$ cat config.mk
export PLATFORM = sky130hd
export DESIGN_NAME = expr_stream_ctrl
export DESIGN_NICKNAME = d
export VERILOG_FILES = /design/src/rtl/expr_pkg.sv /design/src/rtl/expr_sync_fifo.sv /design/src/rtl/expr_stream_ctrl.sv
export SDC_FILE = /design/constraint.sdc
export NUM_CORES = 1
export LEC_CHECK = 0
export CAP_MARGIN = 20
export CORE_ASPECT_RATIO = 0.9
export CORE_MARGIN = 2
export CORE_UTILIZATION = 30
export DETAILED_ROUTE_END_ITERATION = 12
export PLACE_DENSITY = 0.5
export SLEW_MARGIN = 20
export SYNTH_ARGS = -nofsm -noshare
export SYNTH_HDL_FRONTEND = slang
export SYNTH_SLANG_ARGS = --single-unit
$ cat constraint.sdc
create_clock -name clk -period 2.4 [get_ports clk]
set_input_delay 0.48 -clock clk [delete_from_list [all_inputs] [get_ports clk]]
set_output_delay 0.48 -clock clk [all_outputs]
set_load 0.02 [all_outputs]
$ cat src/rtl/expr_pkg.sv
// Shared float word type and default latency for the expr pipeline and its stream controller.
package expr_pkg;

    localparam int unsigned FLOAT_W      = 32;
    localparam int unsigned EXPR_LATENCY = 16;

    typedef logic [FLOAT_W-1:0] float_t;

    localparam float_t FLOAT_ONE  = 32'h3f80_0000;
    localparam float_t FLOAT_HALF = 32'h3f00_0000;

endpackage

$ cat src/rtl/expr_sync_fifo.sv
// Synchronous FIFO with a one-cycle flush; the head word is read straight from the storage flops.
module expr_sync_fifo #(
    parameter int unsigned WIDTH = 32,
    parameter int unsigned DEPTH = 8
) (
    input  logic                       clk,
    input  logic                       rst_n,
    input  logic                       flush_i,
    input  logic                       push_i,
    input  logic [WIDTH-1:0]           wdata_i,
    input  logic                       pop_i,
    output logic [WIDTH-1:0]           rdata_o,
    output logic                       full_o,
    output logic                       empty_o,
    output logic [$clog2(DEPTH+1)-1:0] count_o
);

    localparam int unsigned AW = $clog2(DEPTH);
    localparam int unsigned CW = $clog2(DEPTH + 1);

    logic [WIDTH-1:0] mem_q [DEPTH];
    logic [AW-1:0]    wr_ptr_q;
    logic [AW-1:0]    rd_ptr_q;
    logic [CW-1:0]    count_q;
    logic             do_push;
    logic             do_pop;

    assign full_o  = (count_q == CW'(DEPTH));
    assign empty_o = (count_q == '0);
    assign do_push = push_i && !full_o && !flush_i;
    assign do_pop  = pop_i && !empty_o && !flush_i;

    // NOTE: storage is reset so the head reads zero out of reset rather than relying on empty_o masking.
    always_ff @(posedge clk or negedge rst_n) begin
        if (!rst_n) begin
            for (int i = 0; i < int'(DEPTH); i++) begin
                mem_q[i] <= '0;
            end
        end else if (do_push) begin
            mem_q[wr_ptr_q] <= wdata_i;
        end
    end

    always_ff @(posedge clk or negedge rst_n) begin
        if (!rst_n) begin
            wr_ptr_q <= '0;
            rd_ptr_q <= '0;
            count_q  <= '0;
        end else if (flush_i) begin
            wr_ptr_q <= '0;
            rd_ptr_q <= '0;
            count_q  <= '0;
        end else begin
            if (do_push) wr_ptr_q <= wr_ptr_q + AW'(1);
            if (do_pop)  rd_ptr_q <= rd_ptr_q + AW'(1);
            if (do_push && !do_pop) begin
                count_q <= count_q + CW'(1);
            end else if (!do_push && do_pop) begin
                count_q <= count_q - CW'(1);
            end
        end
    end

    assign rdata_o = mem_q[rd_ptr_q];
    assign count_o = count_q;

    // The credit scheme upstream must make this unreachable.
    assert property (@(posedge clk) disable iff (!rst_n) !(push_i && full_o && !flush_i));

endmodule

$ cat src/rtl/expr_stream_ctrl.sv
// Issue/retire controller for the fixed-latency expr pipeline with credit-based output FIFO.
// Optional statistics counters are built when EXPR_STREAM_STATS_EN is defined.
module expr_stream_ctrl
    import expr_pkg::*;
#(
    parameter int unsigned LATENCY   = EXPR_LATENCY,
    parameter int unsigned OUT_DEPTH = 8
) (
    input  logic               clk,
    input  logic               reset,
    input  logic               flush,
    input  logic               s_valid,
    output logic               s_ready,
    input  logic [FLOAT_W-1:0] s_data,
    output logic [FLOAT_W-1:0] expr_x,
    input  logic [FLOAT_W-1:0] expr_result,
    output logic               m_valid,
    input  logic               m_ready,
    output logic [FLOAT_W-1:0] m_data,
    output logic               busy
`ifdef EXPR_STREAM_STATS_EN
    ,
    output logic [31:0]        n_issued,
    output logic [31:0]        n_retired
`endif
);

    localparam int unsigned INF_W = $clog2(LATENCY + 1);
    localparam int unsigned CNT_W = $clog2(OUT_DEPTH + 1);
    localparam int unsigned OCC_W = $clog2(LATENCY + OUT_DEPTH + 2);

    logic [LATENCY-1:0] token_q,    token_d;
    logic [INF_W-1:0]   inflight_q, inflight_d;
    logic               s_ready_q,  s_ready_d;
    float_t             expr_x_q,   expr_x_d;

    logic               issue;
    logic               retire;
    logic               fifo_full;
    logic               fifo_empty;
    logic [CNT_W-1:0]   fifo_count;
    logic [OCC_W-1:0]   occupancy;

    // Flush must block issue in its own cycle, so it gates the registered ready directly.
    assign s_ready   = s_ready_q && !flush;
    assign issue     = s_valid && s_ready;
    assign retire    = token_q[LATENCY-1];
    assign occupancy = OCC_W'(inflight_q) + OCC_W'(fifo_count) + OCC_W'(issue);

    // NOTE: every _d gets an unconditional value before any override, so no latch can be inferred.
    always_comb begin
        token_d    = (token_q << 1) | LATENCY'(issue);
        inflight_d = inflight_q + INF_W'(issue) - INF_W'(retire);
        expr_x_d   = issue ? s_data : expr_x_q;
        s_ready_d  = !flush && !fifo_full && (occupancy < OCC_W'(OUT_DEPTH));
        if (flush) begin
            token_d    = '0;
            inflight_d = '0;
        end
    end

    // NOTE: state registers take non-blocking assignments only; the comb block above uses blocking.
    always_ff @(posedge clk or negedge reset) begin
        if (!reset) begin
            token_q    <= '0;
            inflight_q <= '0;
            s_ready_q  <= 1'b0;
            expr_x_q   <= '0;
        end else begin
            token_q    <= token_d;
            inflight_q <= inflight_d;
            s_ready_q  <= s_ready_d;
            expr_x_q   <= expr_x_d;
        end
    end

    expr_sync_fifo #(
        .WIDTH (FLOAT_W),
        .DEPTH (OUT_DEPTH)
    ) u_fifo (
        .clk     (clk),
        .rst_n   (reset),
        .flush_i (flush),
        .push_i  (retire),
        .wdata_i (expr_result),
        .pop_i   (m_ready),
        .rdata_o (m_data),
        .full_o  (fifo_full),
        .empty_o (fifo_empty),
        .count_o (fifo_count)
    );

    assign expr_x  = expr_x_q;
    assign m_valid = !fifo_empty;
    assign busy    = (inflight_q != '0) || !fifo_empty;

`ifdef EXPR_STREAM_STATS_EN
    logic [31:0] n_issued_q;
    logic [31:0] n_retired_q;

    // Statistics survive flush; only reset clears them.
    always_ff @(posedge clk or negedge reset) begin
        if (!reset) begin
            n_issued_q  <= '0;
            n_retired_q <= '0;
        end else begin
            if (issue)             n_issued_q  <= n_issued_q + 32'd1;
            if (m_valid && m_ready) n_retired_q <= n_retired_q + 32'd1;
        end
    end

    assign n_issued  = n_issued_q;
    assign n_retired = n_retired_q;
`endif

endmodule
-- Word level (Yosys, flattened, before mapping)
Index checks and enable logic that the tools add are counted.
- bits in read-only memories: 0
- output and inout port bits: 67
- register bits after elaboration: 320
- bits of input ports: 69
- word-level logic and storage cells: 68
- memories kept: 0
- latch bits: 0
- bits in writable memories: 0
- order comparisons: 4
- multiplexer cells: 15
- equal/unequal tests: 1
- div/mod/pow operators: 0
- add/sub/neg operators: 8
- shift-type cells: 0
- multipliers: 0
- reduce and logical (&&, ||, !) cells: 22
- bitwise logic cells: 3
- operators by type and width (cell ; number):
    $bwmux W256 ; 1
    $bmux W32 S3 ; 1
    $demux W32 S3 ; 1
    $mux W32 ; 3
    $mux W16 ; 1
    $or A16 B1 Y16 ; 1
    $mux W3 ; 4
    $mux W4 ; 3
    $logic_and A1 B1 Y1 ; 11
    $add A5 B1 Y5 ; 2
    $ge A4 B4 Y1 const B ; 2
    $not A3 Y4 ; 2
    $add A3 B1 Y3 const B ; 2
    $add A5 B4 Y5 ; 1
    $logic_not A1 Y1 ; 5
    $lt A5 B4 Y1 const B ; 1
    $mux W5 ; 1
    $reduce_bool A5 Y1 ; 1
    $sub A5 B1 Y5 ; 1
    $add A4 B1 Y4 const B ; 1
    $eq A4 B4 Y1 const B ; 1
    $logic_not A4 Y1 ; 1
    $lt A4 B1 Y1 const B ; 1
    $reduce_bool A2 Y1 ; 2
    other kinds (3) ; 3

-- Depth between registers and ports, before layout
Gate-level depths: netlist of run 1.
- depth after elaboration: 9
- gate-level depth with buffers: 11
- gate-level depth less buffers: 10

-- Modules after synthesis
From an unflattened synthesis of run 1, not the netlist that was laid out.
- cell total of the unflattened synthesis: 890
- area, all modules: 15123.3 um^2
- by module, submodules not included (module ; cells each ; area an instance (um^2) ; sequential area each (um^2) ; times used):
    expr_sync_fifo ; 736 ; 12794.8 ; 6656.4 ; 1
    expr_stream_ctrl ; 154 ; 2328.5 ; 1351.3 ; 1

-- Worst setup path after synthesis of run 1
No wires, ideal clock.
- path kind: input -> register
- from: input flush
- to: register inflight_q[4]
- data arrival time: 2.824 ns
- stages on the path: 11
- path buffers: 1
- data required time: 2.322 ns
- setup time: 0.078 ns
- slack: -0.502 ns
- path through: nor2b_1 -> nand2_1 -> clkbuf_1 -> ha_1 -> inv_1 -> ha_1 -> fa_1 -> a21oi_1 -> nor2_1 -> or3_1 -> a21oi_1
- longest elaborated chain between the ends: 6
- ends and longest elaborated chain (item ; RTL line ; RTL):
    start, declared ; expr_stream_ctrl.sv:11 ; input logic flush,
    $logic_not A1 Y1 ; expr_stream_ctrl.sv:45 ; assign s_ready = s_ready_q && !flush;
    $logic_and A1 B1 Y1 ; expr_stream_ctrl.sv:45 ;
    $logic_and A1 B1 Y1 ; expr_stream_ctrl.sv:46 ; assign issue = s_valid && s_ready;
    $add A5 B1 Y5 ; expr_stream_ctrl.sv:53 ; inflight_d = inflight_q + INF_W'(issue) - INF_W'(retire);
    $sub A5 B1 Y5 ; expr_stream_ctrl.sv:53 ;
    $mux W5 (*) ; expr_stream_ctrl.sv:56 ; if (flush) begin
    net inflight_d[4] ; expr_stream_ctrl.sv:33 ; logic [INF_W-1:0] inflight_q, inflight_d;
    end signal, assigned ; expr_stream_ctrl.sv:71 ; inflight_q <= inflight_d;
    end, declared ; expr_stream_ctrl.sv:33 ;
The timed path passes the listed nets; every way through them passes the cells marked *.
A chain may end at the register's enable or synchronous reset.

-- Worst setup path in the final report of run 1
- from: register u_fifo.rd_ptr_q[0]
- to: output m_data[6]
- longest elaborated chain between the ends: 4
- ends and longest elaborated chain (item ; RTL line ; RTL):
    start, declared ; expr_sync_fifo.sv:23 ; logic [AW-1:0] rd_ptr_q;
    start signal, assigned ; expr_sync_fifo.sv:55 ; if (do_pop) rd_ptr_q <= rd_ptr_q + AW'(1);
    $not A3 Y4 (implied by the code) ; expr_sync_fifo.sv:64 ; assign rdata_o = mem_q[rd_ptr_q];
    $bmux W32 S3 ; expr_sync_fifo.sv:64 ;
    $mux W32 (implied by the code) (2 in series) ; expr_sync_fifo.sv:64 ;
    end, declared ; expr_stream_ctrl.sv:19 ; output logic [FLOAT_W-1:0] m_data,
Every way passes these cells. The select of a mux whose other input is x is not followed.

==> metrics.txt, run 1 <==
status=finished with violations; violated checks=setup timing; syn_area_per_cell=roughly 15 µm²; Total Die Area=0.0495 mm²; Clock Path Buffers=3; CTS buffer count=38; worst min path class=in -> async; fmax=~350 MHz; Overflow after GRT=0; Worst path slowest cell=dfrtp_4; layout cells sized above 1=41.1%; GPL Wtd Cong=a little under 0.7; buffers added on ports=135; asr flop ratio synth=between 90% and 100%; Seq cells post-synth=between 300 and 400; vias in the first global route=~9,100; M1 GR Usage=between 10% and 20%; Cell Rows=75; die width=between 200 and 250 µm; Routed WL per cell=between 15 and 20 µm; Setup-failing EPs final=32; vias per cell=between 4 and 5; commonest non-fill, non-tap cell in the layout=dfrtp_1; hold_ws=roughly 0.43 ns; Static Leak=between 8 and 9 nW; Area Overhead vs Synth=30.4%; critical path class=reg -> out; Slew HR=71.9%; Worst EP required=1.92 ns; P per Cell Area=about 800 mW/mm²; starting density of the core=a little under a third; initial antenna violation count=1; gr usage total=between 10 and 15%; Critical Path, Cell by Cell=buf_12 -> buf_4 -> clkbuf_16 -> mux4_2 -> mux2_4 -> buf_6; Hold Fails Final Rpt=0; CP Capture Type=output pin; Post-synth EDFFs=0; clk sinks=320; ys flop type=dfrtp_1; RSZ-0062 raised after global routing=true; Synthesis Warnings=0; dpl hpwl=between 20,000 and 25,000 µm; total power=about 15 mW; crit path DAT=approximately 2.4 ns; syn nets=a little over 1,000; min Tclk post-route=2.83 ns; type of origin of the critical path=flip-flop; grt peak-use layer=met2; post-route ant nets=0; global-route wire length before repair=54,200 µm; worst setup margin=-0.427 ns; register area share after synthesis=55.9%; htree depth=2; r2r setup slk=about 0.09 ns; DR pass1 iterations=4; R2R Path Start=u_fifo.count_o[2]; Max Cap Viol=0; Clock Latency Late Sink=0.56 ns; core area=0.0468 mm²; Total Nets Final=1,236; CP bufs+invs=4; I/O pin total=between 100 and 150; worst-path fanout max=5; Place WS=-0.331 ns; met2 usage=22.8%; Slew Viols, Final=0; WL final=about 34,000 µm; via count=about 8,400; die height=about 210 µm; met3 track demand over resource=2.77%; most frequent cells in the layout=317 x dfrtp_1, 195 x mux2_2, 101 x nand2_1, 100 x clkdlybuf4s50_1, 67 x mux2_1; CTS tree=built; Gate Count Post-Synth=approximately 950; part of the cycle the worst path needs=118%; cell area after synthesis=0.0143 mm²; clock slew at reported path FFs=around 0.060 ns; Final Skew=roughly 0.023 ns; VDD IR max=roughly 0.48 mV; Iter 0 DRT Violations=371; Yosys cell types=42; worst slew pin tran=0.419 ns; CP startpoint=u_fifo.rd_ptr_q[0]; largest net degree at the start of global routing=53; drt drc=0; clk root buf=clkbuf_16; slowest cell delay on critical path=0.49 ns; Top Family by Delay on Critical Path=multiplexers
## worst paths after layout
check | end | cells after the start
max in group asynchronous | u_fifo.mem_q[16] | 4
hold / removal | u_fifo.mem_q[230] | 2
setup / recovery | m_data[6] | 6
min in group clk | token_q[7] | 1
setup reg to reg | u_fifo.count_o[3] | 9
hold reg to reg | token_q[7] | 1
## per-stage QoR
stage | TNS [ns] | util (%) | std cells | cell area [µm²]
floorplan | -0.0606 | - | 953 | 14400
global placement | -12.64 | 36.3 | 1710 | 17000
detailed placement | -14.69 | 36.3 | 1710 | 17000
CTS | -13.24 | 39.6 | 1794 | 18600
global route | -14.23 | 39.9 | 1797 | 18700
finish | -11.77 | 39.9 | 1798 | 18700
## kinds of logic (layout without fill, tap and decap cells)
logic type,count (synthesis),count (layout),share of synthesized area (%)
other,0,1,0
multiplexers,356,356,33.0
flip-flops,320,320,55.9
adder cells (fa/ha/maj),16,16,1.50
buffers and inverters,68,296,2.82
AO/OA/AOI/OAI,20,20,0.944
XOR/XNOR,10,10,0.612
AND/OR/NAND/NOR,163,163,5.17
## per-layer routing
metal	part of all wire (%)	wire length (µm)
met1	46	15700
met2	48	16400
met3	3.8	1300
met4	1.9	644
met5	0	0
## Yosys cell counts (all sizes together) (5+ instances only)
| library cell | instances | area (µm²) |
|---|---|---|
| nand3 | 7 | 35.0 |
| mux4 | 64 | 1440 |
| dfrtp | 320 | 8010 |
| xor2 | 5 | 43.8 |
| nor2b | 19 | 119 |
| a21oi | 6 | 30.0 |
| nor2 | 19 | 71.3 |
| inv | 10 | 37.5 |
| mux2 | 288 | 3240 |
| clkbuf | 23 | 86.3 |
| xnor2 | 5 | 43.8 |
| buf | 34 | 277 |
| nand2 | 104 | 395 |
| ha | 14 | 175 |
## flip-flops by register name (all words and copies together) (netlist names)
register         cells
token_q             16
inflight_q           5
s_ready_q            1
u_fifo.count_o       4
u_fifo.wr_ptr_q      3
u_fifo.mem_q       256
expr_x              32
u_fifo.rd_ptr_q      3
## layout make-up
class / instances / area (µm²)
Inverter: 11 / 41.3
Clock buffer: 59 / 1180
Multi-Input combinational cell: 565 / 6090
Antenna cell: 1 / 2.50
Tap cell: 616 / 771
Sequential cell: 320 / 8010
Fill cell: 4417 / 28200
Timing Repair Buffer: 215 / 2480
Clock inverter: 11 / 80.1
## what timing repair did
item | CTS | global route
hold endpoints to repair | 41 | 0
cloned | 3 | 1
resized for setup | 224 | 25
setup endpoints to repair | 35 | 34
setup buffers | 10 | 5
hold buffers | 1 | 0
pin swaps | 2 | 0
## report_power, final
part           total [mW]  internal [mW]  switching, mW
Sequential           5.92           5.72          0.197
Clock                5.70           3.40           2.30
Combinational        3.34           1.65           1.69
Total                15.0           10.8           4.20
## worst register-to-register path, cell delays in order (launching register included)
cell      delay, ns
dfrtp_1        0.39
buf_4          0.13
buf_4          0.15
o41ai_4        0.36
nand3_2        0.15
ha_1           0.31
a211oi_2       0.29
o221ai_1       0.16
o311ai_0       0.13
a31oi_1        0.13
(Power assumes the default switching activity.)
==> run 2: changes to the inputs <==
--- a/config.mk
+++ b/config.mk
@@ -8,9 +8,9 @@
 export CAP_MARGIN = 20
 export CORE_ASPECT_RATIO = 0.9
 export CORE_MARGIN = 2
-export CORE_UTILIZATION = 30
+export CORE_UTILIZATION = 52
 export DETAILED_ROUTE_END_ITERATION = 12
-export PLACE_DENSITY = 0.5
+export PLACE_DENSITY = 0.77
 export SLEW_MARGIN = 20
 export SYNTH_ARGS = -nofsm -noshare
 export SYNTH_HDL_FRONTEND = slang
==> run 2 against run 1 <==
The run still ends with setup timing left. Combinational power down 4%. Global-route usage up 8.0 points. Sequential cell count unchanged. Design area down 3.9%. Worst hold slack better by 0.017 ns. Die area down 42%. Worst setup slack better by 0.11 ns. Non-clock buffer count down 9. Total power down 5.0%. Count of clock-buffer cells in the layout down 12. Via count up 0.77%. Largest cell class unchanged.
==> metrics.txt, run 2 (synthesized netlist as in run 1, its figures left out) <==
critical path class=reg -> out (unchanged); hold_ws=0.446 ns (was 0.429 ns); Routed WL per cell=20.3 µm (was 18.9 µm); dpl hpwl=18,500 µm (was 20,600 µm); slowest cell delay on critical path=0.50 ns (was 0.49 ns); vias per cell=5.58 (was 4.67); I/O pin total=136 (unchanged); DR WL met2=14,800 µm (was 16,400 µm); type of origin of the critical path=flip-flop (unchanged); post-route insts no fill=1,515 (was 1,798); part of the cycle the worst path needs=113% (was 118%); worst setup margin=-0.318 ns (was -0.427 ns); highest routed metal layer=met4 (unchanged); Hold Fails Final Rpt=0 (unchanged); Place WS=-0.347 ns (was -0.331 ns); die width=179 µm (was 234 µm); vias in the first global route=9,238 (was 9,119); Clock Latency Late Sink=0.52 ns (was 0.56 ns); Ant. Diodes=0 (was 1); Total Nets Final=1,223 (was 1,236); FF+latch area=0.00801 mm² (unchanged); largest net degree at the start of global routing=54 (was 53); initial antenna violation count=0 (was 1); worst slew pin tran=0.428 ns (was 0.419 ns); core area=0.0270 mm² (was 0.0468 mm²); Clock Path Buffers=3 (unchanged); crit path DAT=2.24 ns (was 2.35 ns); DR pass1 iterations=4 (unchanged); Area Overhead vs Synth=25.3% (was 30.4%); htree depth=2 (unchanged); Multi-input gate area=0.00608 mm² (was 0.00609 mm²); Setup-failing EPs final=32 (unchanged); Worst EP required=1.92 ns (about the same); worst-path fanout max=10 (was 5); clock slew at reported path FFs=0.06 ns (about the same); Worst path slowest cell=mux4_2 (was dfrtp_4); RSZ-0062 raised after global routing=true (unchanged); Final Skew=0.0248 ns (was 0.0225 ns); fillcell total=1,906 (was 4,417); die height=161 µm (was 211 µm); Slew Viols, Final=0 (unchanged); max reg flops=256 (unchanged); most frequent cells in the layout=317 x dfrtp_1, 200 x mux2_2, 101 x nand2_1, 100 x clkdlybuf4s50_1, 67 x mux2_1 (was 317 x dfrtp_1, 195 x mux2_2, 101 x nand2_1, 100 x clkdlybuf4s50_1, 67 x mux2_1); WL final=30,700 µm (was 34,000 µm); CP Capture Type=output pin (unchanged); post-route ant nets=0 (unchanged); CTS tree=built (unchanged); status=finished with violations (unchanged); Overflow after GRT=0 (unchanged); Cell Rows=57 (was 75); global-route wire length before repair=50,300 µm (was 54,200 µm); Critical Path, Cell by Cell=buf_4 -> buf_16 -> mux4_2 -> mux2_4 -> buf_6 (was buf_12 -> buf_4 -> clkbuf_16 -> mux4_2 -> mux2_4 -> buf_6); via count=8,455 (was 8,390); Reg with most FFs=u_fifo.mem_q (unchanged); met3 wire len=1720 µm (was 1300 µm); Iter 0 DRT Violations=414 (was 371); layout cells sized above 1=40.0% (was 41.1%); fmax=368 MHz (was 354 MHz); clk sinks=320 (unchanged); min Tclk post-route=2.72 ns (was 2.83 ns); Max Cap Viol=0 (unchanged); VDD IR max=0.641 mV (was 0.483 mV); clk root buf=clkbuf_16 (unchanged); drt drc=0 (unchanged); violated checks=setup timing (unchanged); worst min path class=reg -> reg (was in -> async); commonest non-fill, non-tap cell in the layout=dfrtp_1 (unchanged); buffers added on ports=135 (unchanged); starting density of the core=53.0% (was 30.6%); P per Cell Area=792 mW/mm² (was 801 mW/mm²); Total Die Area=0.0289 mm² (was 0.0495 mm²); CTS buffer count=34 (was 38); GPL Wtd Cong=0.746 (was 0.689); Placed Cells=1,446 (was 1,710); met1 wire length=13,700 µm (was 15,700 µm); Static Leak=8.79 nW (was 8.97 nW); gr usage total=22.4% (was 14.4%); Slew HR=71.5% (was 71.9%)
==> run 2: cell count changes in the layout (fill, tap and decap cells not counted), sizes merged <==
| cell | delta |
|---|---|
| clkbuf | -13 |
| clkinvlp | -1 |
| buf | -8 |
| diode | -1 |
| bufinv | +2 |
==> run 2: final timing paths <==
check	start	end	slack, ns	cells past startpoint
min in group asynchronous	reset	u_fifo.mem_q[233]	0.46	2
max in group asynchronous	reset	u_fifo.mem_q[179]	1.14	3
min reg2reg	token_q[11]	token_q[12]	0.45	1
min	token_q[11]	token_q[12]	0.45	1
max	u_fifo.rd_ptr_q[0]	m_data[30]	-0.32	5
max reg2reg	u_fifo.count_o[1]	u_fifo.count_o[3]	0.13	9
==> run 2: area by class of cell <==
type                            instances  area share, %
Multi-Input combinational cell        565           33.9
Clock buffer                           47           5.30
Clock inverter                         12          0.739
Sequential cell                       320           44.7
Tap cell                              354           2.47
Timing Repair Buffer                  206           12.7
Inverter                               11          0.230
==> run 2: critical path, delay by kind of cell (launching register included) <==
family | cells | cell delay (ns)
buf+inv | 3 | 0.45
flops | 1 | 0.46
mux | 2 | 0.81
==> run 2: stage by stage <==
stage | instance area (µm²) | setup TNS, ns | util, % | power (mW)
2_1_floorplan | 14400 | -0.0606 | - | 7.51
3_3_place_gp | 16600 | -6.91 | 61.3 | 8.92
3_5_place_dp | 16600 | -7.35 | 61.3 | 8.97
4_1_cts | 17800 | -9.89 | 66.0 | 14.3
5_1_grt | 17900 | -10.73 | 66.4 | 14.9
6_report | 17900 | -8.88 | 66.4 | 14.2
==> run 2: layer usage <==
layer / track usage [%] / vias to the layer above
li1: - / 3806
met1: 31.7 / 4404
met2: 36.2 / 206
met3: 4.12 / 39
met4: 5.32 / 0
met5: 0 / -
==> run 2: what timing repair did <==
action | in CTS | in global routing
hold endpoints to repair | 35 | 0
cloned | 4 | 0
endpoints found under the setup margin | 34 | 34
pin swaps | 0 | 3
gates resized for setup | 189 | 37
setup buffers | 5 | 1
hold buffers | 1 | 0
==> run 2: report_power, final <==
group	total, mW	internal, mW	switching [mW]
clock network	5.09	3.00	2.09
registers	5.91	5.72	0.195
logic	3.20	1.55	1.66
